<file path="src/rtl/instr_pkg.sv">
// ---------------------------------------------------------------------------
// instr_pkg
// Shared constants for the MIPS subset encoder and the control decoder:
// request kind codes, opcode/funct values, the NOP word and the encoder FSM
// state type.
// Configuration macro: INSERT_DELAY_NOP_EN adds the NOP_PEND state.
// ---------------------------------------------------------------------------
package instr_pkg;

  // Request kind codes; 10..15 are illegal
  localparam logic [3:0] KIND_ADDU = 4'd0;
  localparam logic [3:0] KIND_SUBU = 4'd1;
  localparam logic [3:0] KIND_JR   = 4'd2;
  localparam logic [3:0] KIND_BEQ  = 4'd3;
  localparam logic [3:0] KIND_LUI  = 4'd4;
  localparam logic [3:0] KIND_LW   = 4'd5;
  localparam logic [3:0] KIND_ORI  = 4'd6;
  localparam logic [3:0] KIND_SW   = 4'd7;
  localparam logic [3:0] KIND_J    = 4'd8;
  localparam logic [3:0] KIND_JAL  = 4'd9;

  // Primary opcodes
  localparam logic [5:0] OP_RTYPE = 6'b000000;
  localparam logic [5:0] OP_BEQ   = 6'b000100;
  localparam logic [5:0] OP_LUI   = 6'b001111;
  localparam logic [5:0] OP_LW    = 6'b100011;
  localparam logic [5:0] OP_ORI   = 6'b001101;
  localparam logic [5:0] OP_SW    = 6'b101011;
  localparam logic [5:0] OP_J     = 6'b000010;
  localparam logic [5:0] OP_JAL   = 6'b000011;

  // R-type function codes
  localparam logic [5:0] FN_ADDU = 6'b100001;
  localparam logic [5:0] FN_SUBU = 6'b100011;
  localparam logic [5:0] FN_JR   = 6'b001000;

  // sll $0,$0,0 -- the canonical delay-slot filler
  localparam logic [31:0] NOP_WORD = 32'h0000_0000;

  typedef enum logic [1:0] {
    ST_EMPTY    = 2'd0,
    ST_FULL     = 2'd1
`ifdef INSERT_DELAY_NOP_EN
    ,
    ST_NOP_PEND = 2'd2
`endif
  } state_e;

  // Control-transfer kinds, which own a delay slot
  function automatic logic isDelayKind(input logic [3:0] kind);
    return (kind == KIND_JR) || (kind == KIND_BEQ) ||
           (kind == KIND_J)  || (kind == KIND_JAL);
  endfunction

endpackage

</file>
<file path="src/rtl/instr_pack.sv">
// ---------------------------------------------------------------------------
// instr_pack
// Purely combinational packer: request kind plus register/immediate/target
// fields -> 32-bit MIPS word, with an illegal-kind flag.
// Ports:
//   i_kind    4   request kind code
//   i_rs/rt/rd 5  register fields
//   i_imm     16  immediate / branch offset
//   i_target  26  jump target field
//   o_word    32  encoded instruction (0 for illegal kinds)
//   o_illegal 1   kind code is outside the supported subset
// ---------------------------------------------------------------------------
module instr_pack
  import instr_pkg::*;
(
  input  logic [3:0]  i_kind,
  input  logic [4:0]  i_rs,
  input  logic [4:0]  i_rt,
  input  logic [4:0]  i_rd,
  input  logic [15:0] i_imm,
  input  logic [25:0] i_target,
  output logic [31:0] o_word,
  output logic        o_illegal
);

  // Fields a kind does not use stay zero, and shamt is always zero
  always_comb begin
    o_word    = 32'h0000_0000;
    o_illegal = 1'b0;
    case (i_kind)
      KIND_ADDU: o_word = {OP_RTYPE, i_rs, i_rt, i_rd, 5'd0, FN_ADDU};
      KIND_SUBU: o_word = {OP_RTYPE, i_rs, i_rt, i_rd, 5'd0, FN_SUBU};
      KIND_JR:   o_word = {OP_RTYPE, i_rs, 5'd0, 5'd0, 5'd0, FN_JR};
      KIND_BEQ:  o_word = {OP_BEQ, i_rs, i_rt, i_imm};
      KIND_LUI:  o_word = {OP_LUI, 5'd0, i_rt, i_imm};
      KIND_LW:   o_word = {OP_LW, i_rs, i_rt, i_imm};
      KIND_ORI:  o_word = {OP_ORI, i_rs, i_rt, i_imm};
      KIND_SW:   o_word = {OP_SW, i_rs, i_rt, i_imm};
      KIND_J:    o_word = {OP_J, i_target};
      KIND_JAL:  o_word = {OP_JAL, i_target};
      default:   o_illegal = 1'b1;
    endcase
  end

endmodule

</file>
<file path="src/rtl/instr_encoder.sv">
// ---------------------------------------------------------------------------
// instr_encoder
// Packs instruction requests into MIPS words and presents each one with its
// instruction-memory byte address on a one-deep registered valid/ready
// stream. Tracks a running address, a handshake count and flags illegal
// request kinds.
// Configuration macro: INSERT_DELAY_NOP_EN -- when defined, every handshaken
// jr/beq/j/jal word is followed by an automatic NOP word.
// Ports:
//   clk          system clock, rising edge
//   reset        asynchronous active-low reset
//   restart      sync pulse, reload the address counter to BASE_ADDR
//   in_valid/in_ready   request handshake
//   in_kind, in_rs, in_rt, in_rd, in_imm, in_target   request fields
//   out_valid/out_ready output handshake
//   out_instr    encoded word, out_addr its byte address
//   err_illegal  one-cycle pulse after an illegal request is accepted
//   emit_cnt     words handshaken since reset (16-bit wrap)
// ---------------------------------------------------------------------------
module instr_encoder
  import instr_pkg::*;
#(
  parameter logic [31:0] BASE_ADDR = 32'h0000_3000,
  parameter logic [31:0] ADDR_STEP = 32'd4
) (
  input  logic        clk,
  input  logic        reset,
  input  logic        restart,
  input  logic        in_valid,
  output logic        in_ready,
  input  logic [3:0]  in_kind,
  input  logic [4:0]  in_rs,
  input  logic [4:0]  in_rt,
  input  logic [4:0]  in_rd,
  input  logic [15:0] in_imm,
  input  logic [25:0] in_target,
  output logic        out_valid,
  input  logic        out_ready,
  output logic [31:0] out_instr,
  output logic [31:0] out_addr,
  output logic        err_illegal,
  output logic [15:0] emit_cnt
);

  logic [31:0] w_word;
  logic        w_illegal;
  logic        w_inReady;
  logic        w_inFire;
  logic        w_accept;
  logic        w_outFire;

  state_e      r_state;
  logic        r_outValid;
  logic [31:0] r_outInstr;
  logic [31:0] r_outAddr;
  logic        r_errIllegal;
  logic [15:0] r_emitCnt;
  logic        r_restartPend;
`ifdef INSERT_DELAY_NOP_EN
  logic        r_needNop;
`endif

  instr_pack u_pack (
    .i_kind    (in_kind),
    .i_rs      (in_rs),
    .i_rt      (in_rt),
    .i_rd      (in_rd),
    .i_imm     (in_imm),
    .i_target  (in_target),
    .o_word    (w_word),
    .o_illegal (w_illegal)
  );

  // In FULL the slot frees up in the same cycle the consumer takes the word,
  // so a new request can be accepted back-to-back. A word that still owes a
  // NOP cannot be replaced by a new request.
  always_comb begin
    w_inReady = 1'b0;
    case (r_state)
      ST_EMPTY: w_inReady = 1'b1;
`ifdef INSERT_DELAY_NOP_EN
      ST_FULL:  w_inReady = out_ready && !r_needNop;
`else
      ST_FULL:  w_inReady = out_ready;
`endif
      default:  w_inReady = 1'b0;
    endcase
  end

  assign w_inFire  = in_valid && w_inReady;
  assign w_accept  = w_inFire && !w_illegal;
  assign w_outFire = r_outValid && out_ready;

  always_ff @(posedge clk or negedge reset) begin
    if (!reset) begin
      r_state       <= ST_EMPTY;
      r_outValid    <= 1'b0;
      r_outInstr    <= NOP_WORD;
      r_outAddr     <= BASE_ADDR;
      r_errIllegal  <= 1'b0;
      r_emitCnt     <= 16'd0;
      r_restartPend <= 1'b0;
`ifdef INSERT_DELAY_NOP_EN
      r_needNop     <= 1'b0;
`endif
    end else begin
      r_errIllegal <= w_inFire && w_illegal;

      // out_addr is the address of the held word, so a restart seen while a
      // word is still waiting is deferred until that word is handshaken.
      if (w_outFire) begin
        r_emitCnt     <= r_emitCnt + 16'd1;
        r_outAddr     <= (restart || r_restartPend) ? BASE_ADDR
                                                    : r_outAddr + ADDR_STEP;
        r_restartPend <= 1'b0;
      end else if (restart) begin
        if (r_outValid) begin
          r_restartPend <= 1'b1;
        end else begin
          r_outAddr <= BASE_ADDR;
        end
      end

      case (r_state)
        ST_EMPTY: begin
          if (w_accept) begin
            r_outInstr <= w_word;
            r_outValid <= 1'b1;
            r_state    <= ST_FULL;
`ifdef INSERT_DELAY_NOP_EN
            r_needNop  <= isDelayKind(in_kind);
`endif
          end
        end
        ST_FULL: begin
          if (w_outFire) begin
            if (w_accept) begin
              r_outInstr <= w_word;
`ifdef INSERT_DELAY_NOP_EN
              r_needNop  <= isDelayKind(in_kind);
            end else if (r_needNop) begin
              r_outInstr <= NOP_WORD;
              r_needNop  <= 1'b0;
              r_state    <= ST_NOP_PEND;
`endif
            end else begin
              r_outValid <= 1'b0;
              r_state    <= ST_EMPTY;
            end
          end
        end
`ifdef INSERT_DELAY_NOP_EN
        ST_NOP_PEND: begin
          if (w_outFire) begin
            r_outValid <= 1'b0;
            r_state    <= ST_EMPTY;
          end
        end
`endif
        default: begin
          r_outValid <= 1'b0;
          r_state    <= ST_EMPTY;
        end
      endcase
    end
  end

  assign in_ready    = w_inReady;
  assign out_valid   = r_outValid;
  assign out_instr   = r_outInstr;
  assign out_addr    = r_outAddr;
  assign err_illegal = r_errIllegal;
  assign emit_cnt    = r_emitCnt;

endmodule
</file>
<file path="config.mk">
export PLATFORM = sky130hd
export DESIGN_NAME = instr_encoder
export DESIGN_NICKNAME = d
export VERILOG_FILES = /design/src/rtl/instr_pkg.sv /design/src/rtl/instr_pack.sv /design/src/rtl/instr_encoder.sv
export SDC_FILE = /design/constraint.sdc
export NUM_CORES = 1
export LEC_CHECK = 0
export ABC_AREA = 1
export ABC_CLOCK_PERIOD_IN_PS = 2000
export BUFFER_PORTS_ARGS = -buffer_cell sky130_fd_sc_hd__buf_2
export CAP_MARGIN = 40
export CORE_MARGIN = 5
export CORE_UTILIZATION = 35
export DETAILED_ROUTE_END_ITERATION = 7
export PLACE_DENSITY = 0.56
export REMOVE_ABC_BUFFERS = 1
export SYNTH_ARGS = -nofsm -noshare
export SYNTH_HDL_FRONTEND = slang
export SYNTH_SLANG_ARGS = --single-unit
export TNS_END_PERCENT = 5
</file>
<file path="constraint.sdc">
create_clock -name clk -period 2 [get_ports clk]
set_input_delay 0 -clock clk [delete_from_list [all_inputs] [get_ports clk]]
set_output_delay 0 -clock clk [all_outputs]
set_load 0.01 [all_outputs]
</file>
# After elaboration in Yosys (flattened, before gate mapping)
# Cells that the tools add are included.
dict set report totals {
  output_inout_bits 83
  input_bits 66
  register_bits 85
  elab_cells 59
}
dict set report classes {
  mux 21
  n_reduce_logical 15
  addsub 2
  n_eq_ne 14
}
# cell count
set op_table {}
lappend op_table {{$pmux 32 s10} 1}
lappend op_table {{$mux 32} 6}
lappend op_table {{$pmux 32 s2} 1}
lappend op_table {{$add 32x3->32 const B} 1}
lappend op_table {{$add 16x1->16 const B} 1}
lappend op_table {{$eq 4x3->1 const B} 4}
lappend op_table {{$reduce_or 10->1} 1}
lappend op_table {{$eq 4x2->1 const B} 2}
lappend op_table {{$eq 4x4->1 const B} 2}
lappend op_table {{$ne 2x2->1 const B} 4}
lappend op_table {{$mux 1} 7}
lappend op_table {{$mux 2} 3}
lappend op_table {{$reduce_and 2->1} 3}
lappend op_table {{$reduce_bool 2->1} 3}
lappend op_table {{$eq 4x1->1 const B} 1}
lappend op_table {{$logic_and 1x1->1} 4}
lappend op_table {{$logic_not 4->1} 1}
lappend op_table {{$pmux 1 s2} 2}
lappend op_table {{$pmux 2 s2} 1}
lappend op_table {{$reduce_and 3->1} 1}
lappend op_table {{$eq 2x1->1 const B} 1}
lappend op_table {{$logic_not 2->1} 1}
lappend op_table {{$logic_or 1x1->1} 1}

# Logic depth before layout (Yosys ltp)
dict set report depth {
  ltp_word 7
  ltp_mapped 9
  ltp_nobuf 9
}

# Hierarchy
# A second synthesis with hierarchy kept.
dict set report hier_totals {
  cells_unflattened 585
  area_unflattened_um2 4529.3
}
# mod area_per_inst_um2 seq_area_each_um2 cells_each n_inst
set modules_own_cells {}
lappend modules_own_cells {instr_encoder 3966.3 2029.4 459 1}
lappend modules_own_cells {instr_pack 563.0 0.0 126 1}

# Least setup slack after synthesis
# OpenSTA, ideal clock, no wires.
dict set report synth_timing {
  path_kind {reg-to-reg}
  startpoint {register r_outAddr[2], in the netlist out_addr[2]}
  endpoint {register r_outAddr[16], in the netlist out_addr[16]}
  stages_incl_launch_ff 9
  slack_ps 530
  path_buffers 0
  required_time_ps 1874
  period_less_slack_ps 1470
  arrival_time_ps 1344
  setup_time_ps 126
  path_cell_list {dfrtp_1 -> ha_1 -> nand2_1 -> nor2_1 -> nand2_1 -> nor2_1 -> nand3_1 -> nand3_1 -> o21ai_0}
}
dict set report synth_via {
  elab_chain_len 3
}
# element line_no
set synth_lines {}
lappend synth_lines {{from (decl)} instr_encoder.sv:55} ;# logic [31:0] r_outAddr;
lappend synth_lines {{from (signal assigned)} instr_encoder.sv:113} ;# r_outAddr <= (restart || r_restartPend) ? BASE_ADDR
lappend synth_lines {{$add 32x3->32} instr_encoder.sv:114} ;# : r_outAddr + ADDR_STEP;
lappend synth_lines {{$mux 32} instr_encoder.sv:113}
lappend synth_lines {{$mux 32} instr_encoder.sv:111} ;# if (w_outFire) begin
# Every way passes these cells.
# A chain may end at the register's enable or synchronous reset.

# Final worst setup path
dict set report layout_timing {
  startpoint {register r_outValid, in the netlist out_valid}
  endpoint {register r_outInstr[1], in the netlist out_instr[1]}
}
dict set report layout_via {
  elab_chain_len 3
}
# element line_no
set layout_lines {}
lappend layout_lines {{from (decl)} instr_encoder.sv:53} ;# logic r_outValid;
lappend layout_lines {{from (signal assigned)} instr_encoder.sv:97} ;# r_outValid <= 1'b0;
lappend layout_lines {{from (signal assigned)} instr_encoder.sv:128} ;# r_outValid <= 1'b1;
lappend layout_lines {{from (signal assigned)} instr_encoder.sv:147} ;# r_outValid <= 1'b0;
lappend layout_lines {{$logic_and 1x1->1} instr_encoder.sv:92} ;# assign w_outFire = r_outValid && out_ready;
lappend layout_lines {{$ne 2x2->1 (no line)} n/a}
lappend layout_lines {{$reduce_and 2->1 (no line)} n/a}
lappend layout_lines {{to (signal assigned)} instr_encoder.sv:127} ;# r_outInstr <= w_word;
lappend layout_lines {{to (signal assigned)} instr_encoder.sv:138} ;# r_outInstr <= w_word;
lappend layout_lines {{to (decl)} instr_encoder.sv:54} ;# logic [31:0] r_outInstr;
# Every way passes these cells.

==> impl_results.md <==
- # IOs: 149
- Vias in the first global route: 4941
- Critical path's slowest cell: dlygate4sd3_1
- Via count: 4937
- Routed length per instance: 14.6 µm
- Crit Path Max Fanout: 11
- Clock Skews: 0.00448 ns
- Fillers: 1239
- Required time worst endpoint: 2.27 ns
- Synth Register Bits: 80
- Post-Place Cells: 935
- Sequential share of the synthesized area: 45.1%
- Die X: 123 µm
- Grt total ovfl: 0
- Final std cells w/o fill: 1011
- Detailed Place HPWL: 10700 µm
- Area Overhead vs Synth: 41.8%
- R2r setup slk: 0.13 ns
- Min-Delay Endpoint: out_valid
- Initial DRC count: 280
- Floorplan row count: 41
- Total die area: 15000 µm²
- IO Port Bufs: 145
- Hold Path Origin: out_ready
- WS Path Type: reg2reg
- RSZ-0062 raised after global routing: false
- DRT Wirelength: 14700 µm
- TritonCTS clock tree: done
- Hold Path Depth: 4
- Register area: 2000 µm²
- Layout cells sized above 1: 22.1%
- Clock Tree Buf Depth: 2
- DR pass1 iterations: 5
- Outcome: complete, but fails checks
- First-pass GRT wire length: 23700 µm
- VDD IR max: 343 µV
- WP data arrival: 2.14 ns
- Crit end category: flop
- Final hold viol count: 1
- Setup crit start kind: flop
- Initial antenna violation count: 0
- Setup tns final: 0 ns
- Synth Instances: 625
- Endpoints failing setup: 0
- Min Tclk post-route: 1.87 ns
- Avg Inst Size Synth: 7.11 µm²
- Leading cell type in the layout, fill and taps excluded: nand2_1
- CTS Buf Count: 9
- Latest clock arrival within the worst-skew pair: 0.34 ns
- Core area: 12500 µm²
- Clock transition at path regs: 0.06 ns
- Critical path's largest stage delay: 0.57 ns
- Clk root buf: clkbuf_16
- Multi-input gate area: 2110 µm²
- Synthesized area: 4440 µm²
- Worst R2R Start: out_valid
- Fin Hold WS: -0.000397 ns
- Failing checks: negative hold slack
- Worst-margin pin slew: 0.597 ns
- Tot GR Track Use: 19.9%
- Power density over the cells: 737 nW/µm²
- MaxCap Viol Count: 0
- Clk sinks: 80
- Most frequent cells in the layout: 186 x nand2_1, 145 x buf_2, 103 x nor2_1
- Yosys warning count: 0
- Total number of H-tree levels: 3
- Starting Density: 35.5%
- Lkg Pwr: 3.09 nW
- R2R Path End: out_instr[1]
- Synth cell types: 31
- Antenna viol nets, final: 0
- Relative slew slack: 60.1%
- Largest net degree at the start of global routing: 34
- RePlAce Congestion: 0.890
- Achievable Freq: 535 MHz
- # DRC: 0
- Reg2reg path depth: 7
- Fin. max-slew vios: 0
- Fin crit share: 93.4%
- Die Ht: 123 µm
- Worst hold path class: in2reg
- Vias/cell: 4.88
- Fin nets: 902
- # diodes: 0
- Critical path cell sequence: nand2_2 > nand2_1 > a21oi_2 > buf_6 > nor2_1 > a41oi_1 > dlygate4sd3_1
[cell families after synthesis]
kind of cell               synth area share (%)
AOI/OAI and AO/OA                          12.5
xor gates and xnor gates                   1.58
adders and majority gates                 0.563
buffers and inverters                      7.58
DFF                                        45.1
other                                    0.0844
and+or+nand+nor                            32.6
[worst max-delay path by stage]
stage,to,startpoint,slack (ns)
after global placement,out_addr[20],out_addr[2],0.32
after floorplan,out_instr[1],out_valid,0.12
after global routing,out_instr[1],out_valid,0.02
final,out_instr[1],out_valid,0.13
after detailed placement,out_addr[22],out_addr[2],0.30
after CTS,out_instr[1],out_valid,0.08
[Yosys cell counts (all sizes together)]
| master | n | area share, % |
|---|---|---|
| nor2 | 104 | 9.0 |
| dfstp | 2 | 1.2 |
| a31oi | 7 | 0.99 |
| nor3 | 8 | 1.2 |
| inv | 62 | 5.2 |
| xnor2 | 2 | 0.39 |
| ha | 2 | 0.56 |
| nand4 | 7 | 0.99 |
| clkbuf | 1 | 0.084 |
| o211ai | 3 | 0.51 |
| nand2 | 189 | 16 |
| xor2 | 6 | 1.2 |
| a22o | 2 | 0.39 |
| a41oi | 1 | 0.20 |
| and2 | 1 | 0.14 |
| dfrtp | 78 | 44 |
| o21ai | 33 | 3.8 |
| nand3b | 2 | 0.34 |
| conb | 1 | 0.084 |
| buf | 17 | 2.3 |
| a22oi | 8 | 1.4 |
| nand3 | 43 | 4.8 |
| a21oi | 46 | 5.3 |
[report_power, final]
group | total [W] | internal [W] | switching, W
clock network | 0.00176 | 0.00107 | 0.000691
registers | 0.00194 | 0.00179 | 0.000152
logic | 0.000939 | 0.000408 | 0.000531
total | 0.00464 | 0.00327 | 0.00137
[repair_timing]
item	CTS	global route
endpoints found under the hold margin	86	0
setup endpoints to repair	0	1
hold buffers	58	0
buffers inserted	0	1
resized for setup	0	2
[state kept, by name, indices dropped and copies added, names as in the netlist]
name and cells:
out_instr 31, out_addr 30, emit_cnt 16, err_illegal 1, out_valid 1, r_restartPend 1
[cell type report]
cell class | instances | share of cell area (%)
multi-input cells | 467 | 33.5
well taps | 172 | 3.42
clock inverters | 4 | 0.814
clock buffers | 12 | 4.23
flip-flops and latches | 80 | 31.8
inverters | 62 | 3.69
repair buffers | 214 | 22.5
[critical path, delay by kind of cell (launching register included)]
family                 cells  cell delay (ns)
buffers and inverters      2             0.75
AO/OA/AOI/OAI              2             0.32
AND/OR/NAND/NOR            3             0.29
flip-flops                 1             0.44
[per-stage QoR]
stage | util [%] | hold slack, ns | area, µm² | setup WS, ns | total power [W]
finish | 50.3 | -0.000397 | 6300 | 0.131 | 0.00464
global placement | 43.0 | -0.0572 | 5380 | 0.322 | 0.00279
floorplan | - | -0.296 | 4350 | 0.120 | 0.00236
CTS | 50.2 | 0.000416 | 6280 | 0.0798 | 0.00466
global route | 50.3 | 0.0173 | 6300 | 0.0163 | 0.00486
detailed placement | 43.0 | -0.0629 | 5380 | 0.297 | 0.00280
[metal layers]
layer / part of all wire, % / vias to the layer above / track usage (%)
met5: 0 / - / 0
met1: 42 / 2272 / 25.1
met2: 47 / 214 / 33.0
li1: - / 2427 / -
met3: 8.7 / 24 / 4.56
met4: 2.2 / 0 / 8.19
Note: power is estimated with default switching activity, not from simulation.
